### config.mk
export PLATFORM = sky130hd
export DESIGN_NAME = game_sequencer
export DESIGN_NICKNAME = d
export VERILOG_FILES = /design/src/rtl/game_sequencer.sv
export SDC_FILE = /design/constraint.sdc
export NUM_CORES = 1
export LEC_CHECK = 0
export CAP_MARGIN = 5
export CORE_MARGIN = 2
export CORE_UTILIZATION = 51
export CTS_CLUSTER_DIAMETER = 60
export DETAILED_ROUTE_END_ITERATION = 8
export DONT_BUFFER_PORTS = 1
export PLACE_DENSITY = 0.66
export SYNTH_ARGS = -nofsm -noshare
export SYNTH_HDL_FRONTEND = slang
export SYNTH_SLANG_ARGS = --single-unit
export TNS_END_PERCENT = 5
### constraint.sdc
create_clock -name clk -period 3.1 [get_ports clk]
set_clock_uncertainty 0.2 [all_clocks]
set_input_delay 0.775 -clock clk [delete_from_list [all_inputs] [get_ports clk]]
set_output_delay 0.775 -clock clk [all_outputs]
set_load 0.005 [all_outputs]
### src/rtl/game_sequencer.sv
// Game-phase controller: menu, Kong intro, play, hit pause, win/lose screens and barrel-throw scheduling.
// Outputs registered (1 clk latency); barrel_req held until barrel_ack; `INTRO_SKIP_EN lets a start press skip the intro.
module game_sequencer #(
   parameter int LIVES        = 3,
   parameter int MAX_BARRELS  = 4,
   parameter int THROW_PERIOD = 130_000_000,
   parameter int HIT_HOLD     = 65_000_000,
   parameter int END_HOLD     = 195_000_000
) (
   input  logic       clk,
   input  logic       rst_n,
   input  logic       start_btn,
   input  logic       animation,
   input  logic       hit,
   input  logic       win,
   input  logic       barrel_ack,
   input  logic       barrel_done,
   output logic       anim_rst,
   output logic       start_game,
   output logic       player_en,
   output logic       barrel_req,
   output logic       barrel_clear,
   output logic [2:0] lives,
   output logic [2:0] active_barrels,
   output logic [2:0] screen
);

   localparam int CW = 28;
   localparam logic [CW-1:0] ONE        = CW'(1);
   localparam logic [CW-1:0] THROW_LAST = CW'(THROW_PERIOD - 1);
   localparam logic [CW-1:0] HIT_LAST   = CW'(HIT_HOLD - 1);
   localparam logic [CW-1:0] END_LAST   = CW'(END_HOLD - 1);
   localparam logic [2:0]    LIVES_INIT = 3'(LIVES);
   localparam logic [2:0]    MAXB       = 3'(MAX_BARRELS);

   typedef enum logic [2:0] {
      S_MENU  = 3'd0,
      S_INTRO = 3'd1,
      S_PLAY  = 3'd2,
      S_HIT   = 3'd3,
      S_WIN   = 3'd4,
      S_LOSE  = 3'd5
   } state_t;

   state_t        state, state_nxt;
   logic          start_q;
   logic          start_edge;
   logic          armed, armed_nxt;
   logic          pending, pending_nxt;
   logic          ack_taken;
   logic          anim_rst_nxt, clear_nxt;
   logic [CW-1:0] throw_cnt, throw_nxt;
   logic [CW-1:0] hold_cnt, hold_nxt;
   logic [2:0]    lives_nxt, active_nxt;
`ifdef INTRO_SKIP_EN
   logic          intro_live;
`endif

   assign start_edge = start_btn & ~start_q;
   assign ack_taken  = (state == S_PLAY) && barrel_req && barrel_ack;

   always_comb begin
      state_nxt    = state;
      armed_nxt    = armed;
      pending_nxt  = pending;
      throw_nxt    = throw_cnt;
      hold_nxt     = hold_cnt + ONE;
      lives_nxt    = lives;
      anim_rst_nxt = 1'b0;
      clear_nxt    = 1'b0;

      case (state)
         S_MENU: begin
            hold_nxt = '0;
            if (start_edge) begin
               state_nxt    = S_INTRO;
               anim_rst_nxt = 1'b1;
               clear_nxt    = 1'b1;
               lives_nxt    = LIVES_INIT;
            end
         end
         S_INTRO: begin
            hold_nxt = '0;
            // Arm on a sampled 1 first so the animation's reset latency can't end the intro early.
            if (!armed && animation)
               armed_nxt = 1'b1;
            else if (armed && !animation)
               state_nxt = S_PLAY;
`ifdef INTRO_SKIP_EN
            if (intro_live && start_edge) begin
               state_nxt    = S_PLAY;
               anim_rst_nxt = 1'b1;
            end
`endif
         end
         S_PLAY: begin
            hold_nxt = '0;
            if (throw_cnt == THROW_LAST) begin
               throw_nxt   = '0;
               pending_nxt = 1'b1;
            end else begin
               throw_nxt = throw_cnt + ONE;
            end
            if (ack_taken)
               pending_nxt = 1'b0;
            if (win) begin
               state_nxt = S_WIN;
               clear_nxt = 1'b1;
            end else if (hit) begin
               clear_nxt = 1'b1;
               if (lives > 3'd1) begin
                  state_nxt = S_HIT;
                  lives_nxt = lives - 3'd1;
               end else begin
                  state_nxt = S_LOSE;
                  lives_nxt = 3'd0;
               end
            end
         end
         S_HIT: begin
            if (hold_cnt == HIT_LAST)
               state_nxt = S_PLAY;
         end
         S_WIN, S_LOSE: begin
            if (hold_cnt == END_LAST)
               state_nxt = S_MENU;
         end
         default: state_nxt = S_MENU;
      endcase

      if (state_nxt != state) begin
         hold_nxt = '0;
         if (state_nxt == S_PLAY) begin
            throw_nxt   = '0;
            pending_nxt = 1'b0;
         end
         if (state_nxt == S_INTRO)
            armed_nxt = 1'b0;
      end

      active_nxt = active_barrels;
      if (ack_taken && barrel_done)
         active_nxt = active_barrels;
      else if (ack_taken)
         active_nxt = active_barrels + 3'd1;
      else if (barrel_done && (active_barrels != 3'd0))
         active_nxt = active_barrels - 3'd1;
      if (clear_nxt)
         active_nxt = 3'd0;
   end

   always_ff @(posedge clk or negedge rst_n) begin
      if (!rst_n) begin
         state          <= S_MENU;
         start_q        <= 1'b0;
         armed          <= 1'b0;
         pending        <= 1'b0;
         throw_cnt      <= '0;
         hold_cnt       <= '0;
         lives          <= LIVES_INIT;
         active_barrels <= 3'd0;
         screen         <= 3'd0;
         anim_rst       <= 1'b0;
         barrel_clear   <= 1'b0;
         start_game     <= 1'b0;
         player_en      <= 1'b0;
         barrel_req     <= 1'b0;
      end else begin
         state          <= state_nxt;
         start_q        <= start_btn;
         armed          <= armed_nxt;
         pending        <= pending_nxt;
         throw_cnt      <= throw_nxt;
         hold_cnt       <= hold_nxt;
         lives          <= lives_nxt;
         active_barrels <= active_nxt;
         screen         <= state_nxt;
         anim_rst       <= anim_rst_nxt;
         barrel_clear   <= clear_nxt;
         start_game     <= (state_nxt == S_INTRO) || (state_nxt == S_PLAY) || (state_nxt == S_HIT);
         player_en      <= (state_nxt == S_PLAY);
         barrel_req     <= (state_nxt == S_PLAY) && pending_nxt && (active_nxt < MAXB);
      end
   end

`ifdef INTRO_SKIP_EN
   // Blocks the start edge that entered INTRO from also skipping it.
   always_ff @(posedge clk or negedge rst_n) begin
      if (!rst_n)
         intro_live <= 1'b0;
      else
         intro_live <= (state == S_INTRO) && (state_nxt == S_INTRO);
   end
`endif

endmodule

; Yosys cells after proc, flatten, opt, wreduce, memory -nomap -nowiden
; Cells that the tools add are included.
[word_totals]
reg_bits = 73
in_bits = 8
out_inout_bits = 14
wordCells = 93
[classes]
addsub = 5
order_cmp = 2
eq_ne = 15
muxes = 38
bitwise = 2
reduce_logical = 18
[ops]
columns = cell, n
row1 = $mux W28, 6
row2 = $add A28 B1 Y28 const B, 2
row3 = $mux W3, 16
row4 = $eq A28 B26 Y1 const B, 1
row5 = $eq A28 B27 Y1 const B, 1
row6 = $eq A28 B28 Y1 const B, 1
row7 = $pmux W3 S5, 1
row8 = $mux W1, 13
row9 = $eq A3 B2 Y1 const B, 4
row10 = $logic_and A1 B1 Y1, 8
row11 = $eq A3 B1 Y1 const B, 2
row12 = $eq A3 B3 Y1 const B, 2
row13 = $ne A2 B2 Y1 const B, 3
row14 = $pmux W3 S2, 1
row15 = $sub A3 B1 Y3 const B, 2
row16 = $reduce_and A4 Y1, 1
row17 = $add A3 B1 Y3 const B, 1
row18 = $gt A3 B1 Y1 const B, 1
row19 = $logic_not A3 Y1, 1
row20 = $lt A3 B3 Y1 const B, 1
row21 = $ne A3 B3 Y1, 1
row22 = $reduce_bool A3 Y1, 1
row23 = $reduce_or A3 Y1, 1
row24 = $logic_not A1 Y1, 2
row25 = 6 further kinds, 7

; Longest topological paths before layout
; Gate-level depths: netlist (run 1).
[depth]
depth_word = 10
depth_mapped = 8
depth_no_buf = 7

; Least setup slack after synthesis (run 1)
; OpenSTA, ideal clock, no wires.
[synth_path]
path_kind = reg2reg
startpoint = register hold_cnt[6]
endpoint = register hold_cnt[15]
setup_ns = 0.125
arrival_time_ns = 2.112
required_time_ns = 2.775
setup_slack_ns = 0.664
stages_incl_launch_ff = 7
n_path_buf = 1
synth_period_minus_slack_ns = 2.436
cell_sequence = dfrtp_1 -> or4_4 -> nor4_4 -> a211oi_2 -> nor4b_4 -> buf_6 -> nor3_1
[synth_via]
elab_chain_len = 5
elab_cells_between_ends = 9
cone_classes = 1 x add/sub / 3 x eq/ne / 5 x mux
[synth_lines]
columns = item, line_no
row1 = "start, declared", 53  ; logic [CW-1:0] hold_cnt, hold_nxt;
row2 = "start signal, assigned", 174  ; hold_cnt <= hold_nxt;
row3 = branches (longest 4 deep; another with $add A28 B1 Y28), --
row4 = $mux W28 *, 131  ; if (state_nxt != state) begin
row5 = via hold_nxt[15], 53
; Mark *: on every way through the listed nets, which the timed path passes.
; A chain may end at the register's enable or synchronous reset.

; Worst setup path in the final report (run 1)
[layout_path]
startpoint = register hold_cnt[6]
endpoint = register hold_cnt[18]
; The elaborated chain is that of the path after synthesis.

==> run_results.csv, run 1 <==
group,metric,value,unit
status,status,"complete, no violations",
setup_path,r2r-end,"hold_cnt[18]",
setup_path,crit_buf_inv,0,
setup_path,cp_cell_sequence,"or4_4 > nor4_4 > a211oi_2 > nor4b_4 > nor3_1",
clock_tree,clkSinkCount,73,
min_path,hold_class,"input pin to asynchronous set/reset pin",
setup_path,arrival,2.86,ns
drt,wl_met1,4213,µm
run,cap_violations,0,
setup_path,cpMaxStageDelayCell,"nor4b_4",
global_route,grt_first_pass_wirelength,14510,µm
layout,syn_to_final_growth,9.280,%
layout,instances_no_fill,520,
clock_tree,cts_made_buffers,9,
timing,whs,0.05906,ns
drt,topRoutingLayerUsed,"met4",
clock_tree,cts_root_buf,"clkbuf_8",
clock_tree,clockBufferDepth,2,
global_route,grt_max_degree,72,
die,fp.dieH,92.16,µm
drt,wl,8421,µm
drt,firstDrtPassIters,4,
layout,nNetsFinal,427,
placement,io_buffers,0,
clock_tree,insertion_delay,0.35,ns
die,core-area,7647,µm²
setup_path,crit_family,"simple AND/OR/NAND/NOR gates",
die,pin_count,22,
clock_tree,cts_setup_buffers,0,
setup_path,worst-path-max-fanout,18,
clock_tree,htreeDepth,3,
timing,slew-limit-headroom,35.27,%
yosys,ys_warn_count,0,
timing,hold_violations,0,
placement,gp_congestion,0.8020,
yosys,synth_edf_count,0,
timing,slew_violations,0,
drt,drt-wirelength-per-cell,16.19,µm
setup_path,cp_data_required_time,3.08,ns
placement,dpl.cell_count,503,
timing,timing.final.ws_setup,0.2242,ns
clock_tree,cts_tree,"yes",
global_route,antenna_found_initial,0,
timing,fin_crit_sh,92.77,%
yosys,async_flop_share,100.0,%
drt,route.met2.wl,3850,µm
die,rows,32,
power_and_ir_drop,power_leakage,0.001663,µW
setup_path,r2r_slack,0.22,ns
drt,antenna_left,0,
drt,via_count,3059,
yosys,syn_inst,405,
setup_path,rr_startpoint,"hold_cnt[6]",
layout,fin_util,56.64,%
yosys,synth-seq-cells,73,
setup_path,rr_worst_depth,5,
timing,grt_setup_unrepaired,"no",
power_and_ir_drop,irDropWorstVdd,255.6,µV
timing,fin_setup_tns,0,ns
power_and_ir_drop,powerDensity,705.2,nW/µm²
global_route,track_usage,21.19,%
setup_path,cp-end-kind,"flop",
setup_path,max_stage_delay,0.88,ns
die,initial_core_util,51.83,%
yosys,syn_area,3964,µm²
setup_path,cp-start-kind,"flop",
placement,dpl_worst_slack,0.1808,ns
yosys,synthDistinctLibCells,54,
drt,drtIter0Drc,144,
setup_path,worst-setup-path-type,"flop to flop",
yosys,syn_area_per_cell,9.787,µm²
layout,drive_above_1_share,12.44,%
timing,period_needed,2.876,ns
drt,drc_errors,0,
die,die_x,92.16,µm
yosys,yosysSeqAreaShare,46.15,%
timing,worst_slew_pin_slew,0.9668,ns
die,dieArea,8493,µm²
timing,fmax,0.3477,GHz
drt,wl_met3,205,µm
yosys,synthesis.nets,419,
yosys,ys.flop_type,"dfrtp_1",
timing,final-setup-viol-count,0,
global_route,gr-total-overflow,0,
placement,hpwlAfterDp,5469,µm
global_route,grt_pass1_vias,3018,
clock_tree,clk_pin_slew,0.08,ns
layout,num_antenna_cells,0,
drt,viasPerCell,5.883,
-- cell families (layout without fill, tap and decap cells) --
| kind of cell | after synthesis | after routing | synth area share, % |
|---|---|---|---|
| buffers and inverters | 28 | 41 | 3.441 |
| AND/OR/NAND/NOR | 180 | 180 | 26.20 |
| adder cells (fa/ha/maj) | 6 | 6 | 1.894 |
| AO/OA/AOI/OAI | 68 | 68 | 11.27 |
| flip-flops | 73 | 73 | 46.15 |
| XOR/XNOR | 50 | 50 | 11.05 |
-- layout by cell type, fill, tap and decap left out, types with 11 or more instances in the layout --
master    count
inv_1        11
clkbuf_8     12
dfrtp_1      71
xnor2_1      30
nor4_1       11
nor2_1       31
nor3_1       28
a211oi_1     16
nand3_1      23
buf_4        12
nand2_1      28
a21oi_1      21
xor2_1       20
o21ai_0      11
nand4_1      16
-- synthesized netlist by cell type, types with 4 or more instances --
master | count | area share, %
a211oi_1 | 16 | 3.0
nor4_1 | 11 | 1.7
a21oi_1 | 21 | 2.7
nand4_1 | 16 | 2.5
nand3_1 | 23 | 2.9
and3_1 | 6 | 0.95
inv_1 | 11 | 1.0
ha_1 | 6 | 1.9
o21ai_0 | 12 | 1.5
xor2_1 | 20 | 4.4
or3b_2 | 4 | 0.88
nor2_1 | 31 | 2.9
dfrtp_1 | 71 | 45
nor3_1 | 28 | 3.5
buf_2 | 8 | 1.0
or3_1 | 4 | 0.63
xnor2_1 | 30 | 6.6
nand2_1 | 28 | 2.7
-- repair_timing --
item	4_1_cts	5_1_grt
gates resized for setup	0	0
hold endpoints to repair	71	0
setup endpoints to repair	0	8
hold buffers	1	0
-- sequential cells by signal (all words and copies together) (netlist names) --
name	flops
hold_cnt	28
throw_cnt	28
active_barrels	3
lives	3
state	3
anim_rst	1
armed	1
barrel_clear	1
barrel_req	1
pending	1
player_en	1
start_game	1
start_q	1
-- where the power goes --
group / switching (µW) / total, µW / internal [µW]
Clock: 347 / 703 / 356
Combinational: 555 / 913 / 358
Sequential: 254 / 1440 / 1180
-- metrics by stage --
stage,total power (µW),area (µm²)
3_5_place_dp,2336,4119
3_3_place_gp,2311,4119
5_1_grt,3253,4332
2_1_floorplan,2096,3964
6_report,3055,4332
4_1_cts,3069,4332
-- worst max path at each step --
| stage | startpoint | endpoint | slack, ns | depth (start not counted) |
|---|---|---|---|---|
| CTS | hold_cnt[0] | hold_cnt[18] | 0.16 | 6 |
| floorplan | hold_cnt[6] | hold_cnt[15] | 0.66 | 6 |
| global placement | hold_cnt[0] | hold_cnt[3] | 0.28 | 6 |
| global route | hold_cnt[0] | hold_cnt[17] | 0.04 | 6 |
| finish | hold_cnt[6] | hold_cnt[18] | 0.22 | 5 |
| detailed placement | hold_cnt[0] | hold_cnt[18] | 0.18 | 6 |
-- cell type report --
cell class,instances,area (µm²)
Fill cell,678,3316
Multi-Input combinational cell,304,2011
Sequential cell,73,1829
Clock buffer,14,172.7
Timing Repair Buffer,14,137.6
Tap cell,102,127.6
Inverter,11,41.29
Clock inverter,2,12.51
-- per-layer routing --
metal / track usage [%] / vias up
met5: 0 / -
met4: 8.582 / 0
met3: 3.533 / 13
met2: 32.35 / 39
met1: 30.09 / 1512
li1: - / 1495
Note: power is estimated with default switching activity, not from simulation.
==> run 2: changes to the inputs <==
Settings changed: CORE_ASPECT_RATIO set to 1.75.
==> run 2 against run 1 <==
  * Routed wire length up 9.2%
  * Fmax up 0.68%
  * Critical path depth unchanged
  * Critical path type unchanged
  * Core utilization up 2.5 points
  * Cell count down 2.3%
==> run_results.csv, run 2 (synthesized netlist as in run 1, its figures left out) <==
group,metric,value,unit
global_route,grt_max_degree,72,
clock_tree,clk_pin_slew,0.06,ns
status,status,"complete, no violations",
drt,antenna_left,0,
die,core-area,7567,µm²
global_route,grt_first_pass_wirelength,15350,µm
layout,instances_no_fill,508,
layout,regArea,1829,µm²
clock_tree,clockBufferDepth,2,
drt,via_count,3083,
setup_path,cp-end-kind,"flop",
timing,slew-limit-headroom,33.97,%
layout,syn_to_final_growth,12.88,%
global_route,track_usage,22.91,%
clock_tree,cts_setup_buffers,0,
placement,dpl.cell_count,491,
setup_path,cp_data_required_time,3.07,ns
clock_tree,insertion_delay,0.34,ns
layout,nNetsFinal,429,
drt,drc_errors,0,
setup_path,cp_cell_sequence,"or4_4 > nor4_4 > a211oi_2 > nor4b_4 > nor3_1",
clock_tree,cts_tree,"yes",
timing,final-setup-viol-count,0,
timing,slew_violations,0,
power_and_ir_drop,power_frac_seq,41.0,%
power_and_ir_drop,switchingPower,1223,µW
layout,reg.largest.list,"hold_cnt x28, throw_cnt x28",
layout,nFillCells,661,
power_and_ir_drop,powerDensity,786.5,nW/µm²
timing,fmax,0.3501,GHz
setup_path,arrival,2.83,ns
clock_tree,cts_made_buffers,9,
global_route,antenna_found_initial,0,
layout,mostFrequentLayoutCells,"dfrtp_1, nor2_1, xnor2_1",
die,initial_core_util,52.38,%
global_route,grt_pass1_vias,3267,
drt,drtIter0Drc,173,
placement,hpwlAfterDp,6194,µm
power_and_ir_drop,p_comb_share,26.6,%
timing,grt_setup_unrepaired,"no",
layout,num_antenna_cells,0,
clock_tree,cts_root_buf,"clkbuf_16",
setup_path,max_stage_delay,0.88,ns
setup_path,r2r_slack,0.24,ns
setup_path,cp-start-kind,"flop",
timing,period_needed,2.856,ns
power_and_ir_drop,power_frac_clock,32.4,%
drt,viasPerCell,6.069,
power_and_ir_drop,power_leakage,0.001742,µW
layout,multi_input_area,2011,µm²
timing,hold_violations,0,
layout,mostFrequentLayoutCell,"dfrtp_1",
die,rows,42,
drt,wl,9194,µm
setup_path,worst-path-max-fanout,18,
clock_tree,clkSinkCount,73,
timing,timing.final.ws_setup,0.2436,ns
timing,fin_setup_tns,0,ns
run,cap_violations,0,
die,die_x,70.64,µm
drt,firstDrtPassIters,4,
die,fp.dieH,120.6,µm
die,dieArea,8521,µm²
placement,gp_congestion,0.8718,
setup_path,rr_startpoint,"hold_cnt[6]",
power_and_ir_drop,p_sw_share,34.75,%
min_path,hold_class,"input pin to asynchronous set/reset pin",
layout,drive_above_1_share,13.33,%
setup_path,worst-setup-path-type,"flop to flop",
global_route,gr-total-overflow,0,
drt,drt-wirelength-per-cell,18.10,µm
setup_path,setup.worst_path.start,"hold_cnt[6]",
power_and_ir_drop,p_int,2296,µW
setup_path,cpMaxStageDelayCell,"nor4b_4",
placement,dpl_worst_slack,0.2181,ns
placement,io_buffers,0,
timing,worst_slew_pin_slew,0.9863,ns
die,pin_count,22,
power_and_ir_drop,irDropWorstVdd,435.8,µV
clock_tree,htreeDepth,3,
timing,fin_crit_sh,92.14,%
[run 2: final timing paths]
kind                            depth (start not counted)           to
worst max-delay path                                    5  hold_cnt[9]
worst min-delay path                                    0     lives[0]
worst max register to register                          5  hold_cnt[9]
worst min register to register                          2        armed
max in group asynchronous                               1     state[2]
min in group clk                                        0      start_q
[run 2: area by class of cell]
type                    count  share of cell area (%)
clock buffers              11                   5.649
clock inverters             5                   1.734
inverters                  11                  0.9228
multi-input cells         304                   44.94
flip-flops and latches     73                   40.88
well taps                  88                   2.461
repair buffers             16                   3.412
[run 2: timing repair]
| item | 4_1_cts | 5_1_grt |
|---|---|---|
| hold buffers | 1 | 0 |
| gates resized for setup | 0 | 0 |
| hold endpoints to repair | 71 | 0 |
[run 2: per-stage QoR]
| step | hold slack [ns] | cell area, µm² | power (µW) | util, % |
|---|---|---|---|---|
| after CTS | 0.06875 | 4474 | 3547 | 59.13 |
| after floorplan | 0.2549 | 3964 | 2096 | - |
| after detailed placement | 0.2817 | 4116 | 2367 | 54.40 |
| after global routing | 0.07046 | 4474 | 3704 | 59.13 |
| after global placement | 0.2799 | 4116 | 2339 | 54.40 |
| final | 0.07608 | 4474 | 3519 | 59.13 |
[run 2: layer usage]
metal  part of all wire, %  GRT usage (%)  up-vias  wire, µm
met4                   3.5          12.50        0       325
met3                   2.8          4.667       26       257
met5                     0              0        -         0
li1                      -              -     1489         -
met1                    38          23.49     1523      3463
met2                    56          42.45       45      5148
[run 2: worst max-delay path, delay by kind of cell, from the launching register on]
| kind | cells | cell delay (ns) |
|---|---|---|
| simple gates | 4 | 1.92 |
| flops | 1 | 0.41 |
| compound gates | 1 | 0.17 |
[run 2: power groups by stage]
stage | sequential, µW | combinational [µW] | clock, µW
after floorplan | 1390 | 701 | 0
after global placement | 1440 | 898 | 0
after detailed placement | 1450 | 913 | 0
after CTS | 1440 | 944 | 1160
after global routing | 1470 | 1040 | 1190
final | 1440 | 937 | 1140
==> edit 1 (settings of run 2) <==
`CW`: 28 -> 42.
--- a/src/rtl/game_sequencer.sv
+++ b/src/rtl/game_sequencer.sv
@@ -26,5 +26,5 @@
 );
 
-   localparam int CW = 28;
+   localparam int CW = 42;
    localparam logic [CW-1:0] ONE        = CW'(1);
    localparam logic [CW-1:0] THROW_LAST = CW'(THROW_PERIOD - 1);
Function: same outputs for any inputs over 10 cycles, from zero or initial values and one cycle with rst_n low; that may be too few to reach the edited logic, so the function may still have changed.
==> edit 1 against run 2 <==
Wire length increased by 15%. Sequential cell count increased by 28. Critical path type unchanged. Count of clock-buffer cells in the layout increased by 2. Final area increased by 26%. Utilization decreased by 2.0 points. Global-route usage decreased by 1.7 points. Sequential share of layout area increased by 4.1 points. Worst setup slack got worse by 0.035 ns. Area after synthesis increased by 29%. Power decreased by 32%. The run now ends with hold timing left.
==> edit 1: results (changes against run 2) <==
The signal arrival time at the worst endpoint is 2.91 ns (+0.08 ns). The internal power of the cells came out at 1.909 mW (-17%). The minimum hold slack came out at -0.07791 ns (-0.1540 ns). The non-clock buffer area fraction after layout is 2.491% (-0.92 points). The met3 layer usage reported by global route came to 3.430% (-1.2 points). The number of multi-input logic gates was 410 (+35%).

The layout cell share with drive strength beyond 1 came out at 7.414% (-5.9 points). The largest individual stage delay along the critical path comes from the cell sky130_fd_sc_hd__or4b_1. The total of flip-flops plus latches after synthesis came out at 101 (+38%).

Ranked by instance count, the synthesized netlist is headed by sky130_fd_sc_hd__dfrtp_1, sky130_fd_sc_hd__nor2_1, sky130_fd_sc_hd__xor2_1, sky130_fd_sc_hd__nand2_1, sky130_fd_sc_hd__nand3_1. The met1 wire length is 4.435 mm (+28%). The wire length on met2 is 5.631 mm (+9.4%). The count of inverters not on the clock network in the layout was 9 (-2). The number of endpoints with negative hold slack in the final report is 99 (+99). The fraction of synthesized cell area in xor and xnor cells was 13.34% (+2.3 points). The delay contributed by the slowest stage of the critical path is 0.48 ns (-0.40 ns).

In the final layout, the registers with the most flip-flops are hold_cnt x42, throw_cnt x42. The transition time at the pin with the least slew margin is 0.7597 ns (-0.2266 ns). The final HPWL from detailed placement came to 7.217 mm (+17%). The core utilization of the finished layout is 57.13% (-2.0 points).

The gate count of the mapped netlist came out at 534 (+32%). The area share of the leading cell type in the synthesized netlist is 48.38% (+3.6 points). The via count of the first global-routing pass is 3919 (+20%). The flow ran to the end, but the final reports show violations. The global-route track usage on met1 is 24.60% (+1.1 points). The power consumed by sequential cells is 1.32 mW (-8%). The final reports fail on hold timing. The adder and majority cell fraction of the synthesized area came out at 1.466% (-0.43 points).
## edit 1: path summary, 6_finish.rpt
path / startpoint / endpoint / slack (ns)
worst max register to register: hold_cnt[13] / throw_cnt[17] / 0.21
worst max-delay path: hold_cnt[13] / throw_cnt[17] / 0.21
min in group clk: hold_cnt[0] / hold_cnt[0] / 0.25
worst min-delay path: rst_n / armed / -0.08
worst min register to register: hold_cnt[0] / hold_cnt[0] / 0.25
max in group asynchronous: rst_n / hold_cnt[14] / 2.59
## edit 1: what timing repair did
item / in CTS / in global routing
endpoints found under the hold margin: 99 / 99
buffers inserted: 0 / 1
setup endpoints to repair: 0 / 39
## edit 1: worst register-to-register path, delay by kind of cell, from the launching register on
kind                   cells  cell delay (ns)
and+or+nand+nor            3             1.02
buffers and inverters      1             0.23
DFF                        1             0.42
AOI/OAI and AO/OA          3             0.89
==> edit 2 (config.mk and constraints of run 2) <==
Made on the original files. Register the input `start_btn` before use, without a reset. The logic sees it one clock later. The other inputs are not delayed to match.
--- a/src/rtl/game_sequencer.sv
+++ b/src/rtl/game_sequencer.sv
@@ -43,4 +43,10 @@
    } state_t;
 
+   logic start_btn_q;
+
+   always_ff @(posedge clk) begin
+      start_btn_q <= start_btn;
+   end
+
    state_t        state, state_nxt;
    logic          start_q;
@@ -57,5 +63,5 @@
 `endif
 
-   assign start_edge = start_btn & ~start_q;
+   assign start_edge = start_btn_q & ~start_q;
    assign ack_taken  = (state == S_PLAY) && barrel_req && barrel_ack;
 
@@ -168,5 +174,5 @@
       end else begin
          state          <= state_nxt;
-         start_q        <= start_btn;
+         start_q        <= start_btn_q;
          armed          <= armed_nxt;
          pending        <= pending_nxt;
Formal check against the unedited RTL: not equivalent (a bounded check fails within 4 cycles, from zero or initial values and one cycle with rst_n low).
==> edit 2 against run 2 <==
Wire length decreased by 4.8%. Final area decreased by 0.70%. Maximum frequency increased by 2.4%. Highest routed layer unchanged. Combinational power decreased by 6.2%. Power decreased by 7.1%. Non-clock buffer count increased by 1. Die area increased by 0.49%. Sequential cell count increased by 1. Worst setup slack improved by 0.068 ns. Critical endpoint is now throw_cnt[9]. Largest cell class unchanged. Synthesized cell count increased by 0.25%. Area after synthesis increased by 0.51%.
==> edit 2: results (changes against run 2) <==
The flow ran to the end, and the final reports show no timing, DRC or antenna violations. The average routed wire per standard cell came out at 17.17 µm (-5.1%). By area the synthesized netlist is led by sky130_fd_sc_hd__dfrtp_1, sky130_fd_sc_hd__xnor2_1, sky130_fd_sc_hd__xor2_1.

The worst max-slew margin expressed relative to the limit is 45.57% (+12 points). The highest fanout seen on the critical path is 28 (+10). The largest registers in the layout are hold_cnt x28, throw_cnt x28. The leakage power came to 1.739 nW (-0.16%). The number of vias per cell after detailed routing came out at 6.029 (-0.65%). The total of buffers placed on input and output ports came out at 0 (unchanged). The first-pass GRT wire length is 14.81 mm (-3.5%). The count of routing violations after the opening detailed-route iteration was 200 (+16%). The largest net degree at the start of global routing is 72 (unchanged).

The signal arrival time at the worst endpoint is 2.79 ns (-0.04 ns). The number of design rule violations left after detail routing is 0 (unchanged). The detailed-routing iteration count for the pre-antenna-repair pass came out at 4 (unchanged).

The peak supply drop is 0.4368 mV (+0.22%). The number of buffers created by CTS is 9 (unchanged). By count the netlist is led by sky130_fd_sc_hd__dfrtp_1, sky130_fd_sc_hd__nor2_1, sky130_fd_sc_hd__xnor2_1, sky130_fd_sc_hd__nand2_1, sky130_fd_sc_hd__nor3_1.

The count of cells resized by post-cts repair is 0 (unchanged). The final HPWL from detailed placement came out at 6.105 mm (-1.4%). The overall fraction of global-route tracks in use was 22.23% (-0.68 points). Routed signal wires occupy layers up through met4. The last weighted congestion value of the routability-driven placer came out at 0.8335 (-4.4%). The via count of the first global-routing pass is 3129 (-4.2%). On the critical path, the stage with the largest delay is an instance of sky130_fd_sc_hd__nor4b_2. The proportion of synthesized flip-flops having asynchronous set or reset came out at 98.65% (-1.4 points). The post-synth net total came out at 420 (+0.24%). The number of antenna violations at the first check in global routing is 0 (unchanged). The maximum level of the CTS H-tree is 3 (unchanged). The layout net count was 431 (+0.47%). The delay contributed by the slowest stage of the critical path is 0.44 ns (-0.44 ns). The wire length on met2 came out at 4.846 mm (-5.9%). The yosys synthesis warning count came out at 0 (unchanged). The met1 wire length came out at 3.465 mm (about the same). The category of the most critical setup path is flop to flop. The most used flip-flop cell after synthesis is sky130_fd_sc_hd__dfrtp_1.

The number of antenna diodes is 0 (unchanged). The layout cell share with drive strength beyond 1 is 13.03% (-0.30 points). The kind of cell with the highest combined delay along the critical path is simple AND/OR/NAND/NOR gates. The cell at the root of the clock tree is sky130_fd_sc_hd__clkbuf_16. The clock insertion delay at the later pin of the skew report came to 0.34 ns (about the same). The worst setup slack before clock tree synthesis came out at 0.1420 ns (-0.07602 ns). The length of routed met3 wiring came out at 244 µm (-5.1%). The filler cell count in the final layout came to 672 (+1.7%). The part of the Yosys area used for sequential elements came out at 46.42% (+0.27 points). In this run the worst hold path is classified as input pin to async pin. The largest buffer count on any clock path came out at 2 (unchanged).

The post-synthesis cell type count came to 55 (+1.9%). The register clock-pin slew on the reported worst setup and hold paths came out at 0.05 ns.
-- edit 2: metal layers --
metal | track usage [%] | vias up
met1 | 24.17 | 1526
met2 | 40.65 | 36
li1 | - | 1500
met5 | 0 | -
met4 | 9.788 | 0
met3 | 4.651 | 13
-- edit 2: final timing paths --
check	startpoint	end	slack, ns	cells after the start
max reg2reg	hold_cnt[0]	throw_cnt[9]	0.31	8
max in group asynchronous	rst_n	hold_cnt[19]	2.30	1
max	hold_cnt[0]	throw_cnt[9]	0.31	8
min	rst_n	lives[1]	0.08	0
min reg2reg	start_btn_q	start_q	0.15	0
min in group clk	start_btn_q	start_q	0.15	0
-- edit 2: stage by stage --
stage                     cell area (µm²)  std cells  total power, mW
final                                4443        510            3.270
after global routing                 4443        510            3.450
after CTS                            4428        508            3.270
after detailed placement             4116        491            2.249
after global placement               4116        491            2.229
after floorplan                      3984        406            2.019
-- edit 2: where the power goes --
group	switching, mW	internal, mW
Clock	0.385	0.605
Sequential	0.226	1.17
Combinational	0.535	0.345
Total	1.15	2.12
-- edit 2: final cells by class --
type	count	area (µm²)	area share (%)
multi-input cells	304	2011	45.25
clock buffers	14	274.0	6.167
inverters	11	41.29	0.9293
flip-flops and latches	74	1849	41.62
repair buffers	17	147.6	3.323
clock inverters	2	10.01	0.2253
well taps	88	110.1	2.478
-- edit 2: what timing repair did --
action | in CTS | in global routing
setup endpoints to repair | 0 | 18
buffers inserted | 0 | 2
endpoints found under the hold margin | 71 | 0
hold buffers | 1 | 0
-- edit 2: logic make-up after synthesis --
logic type | after synthesis | share of synthesized area (%)
adders and majority gates | 6 | 1.884
xor gates and xnor gates | 50 | 10.99
AOI/OAI and AO/OA | 68 | 11.21
DFF | 74 | 46.42
buffers and inverters | 28 | 3.423
and+or+nand+nor | 180 | 26.07
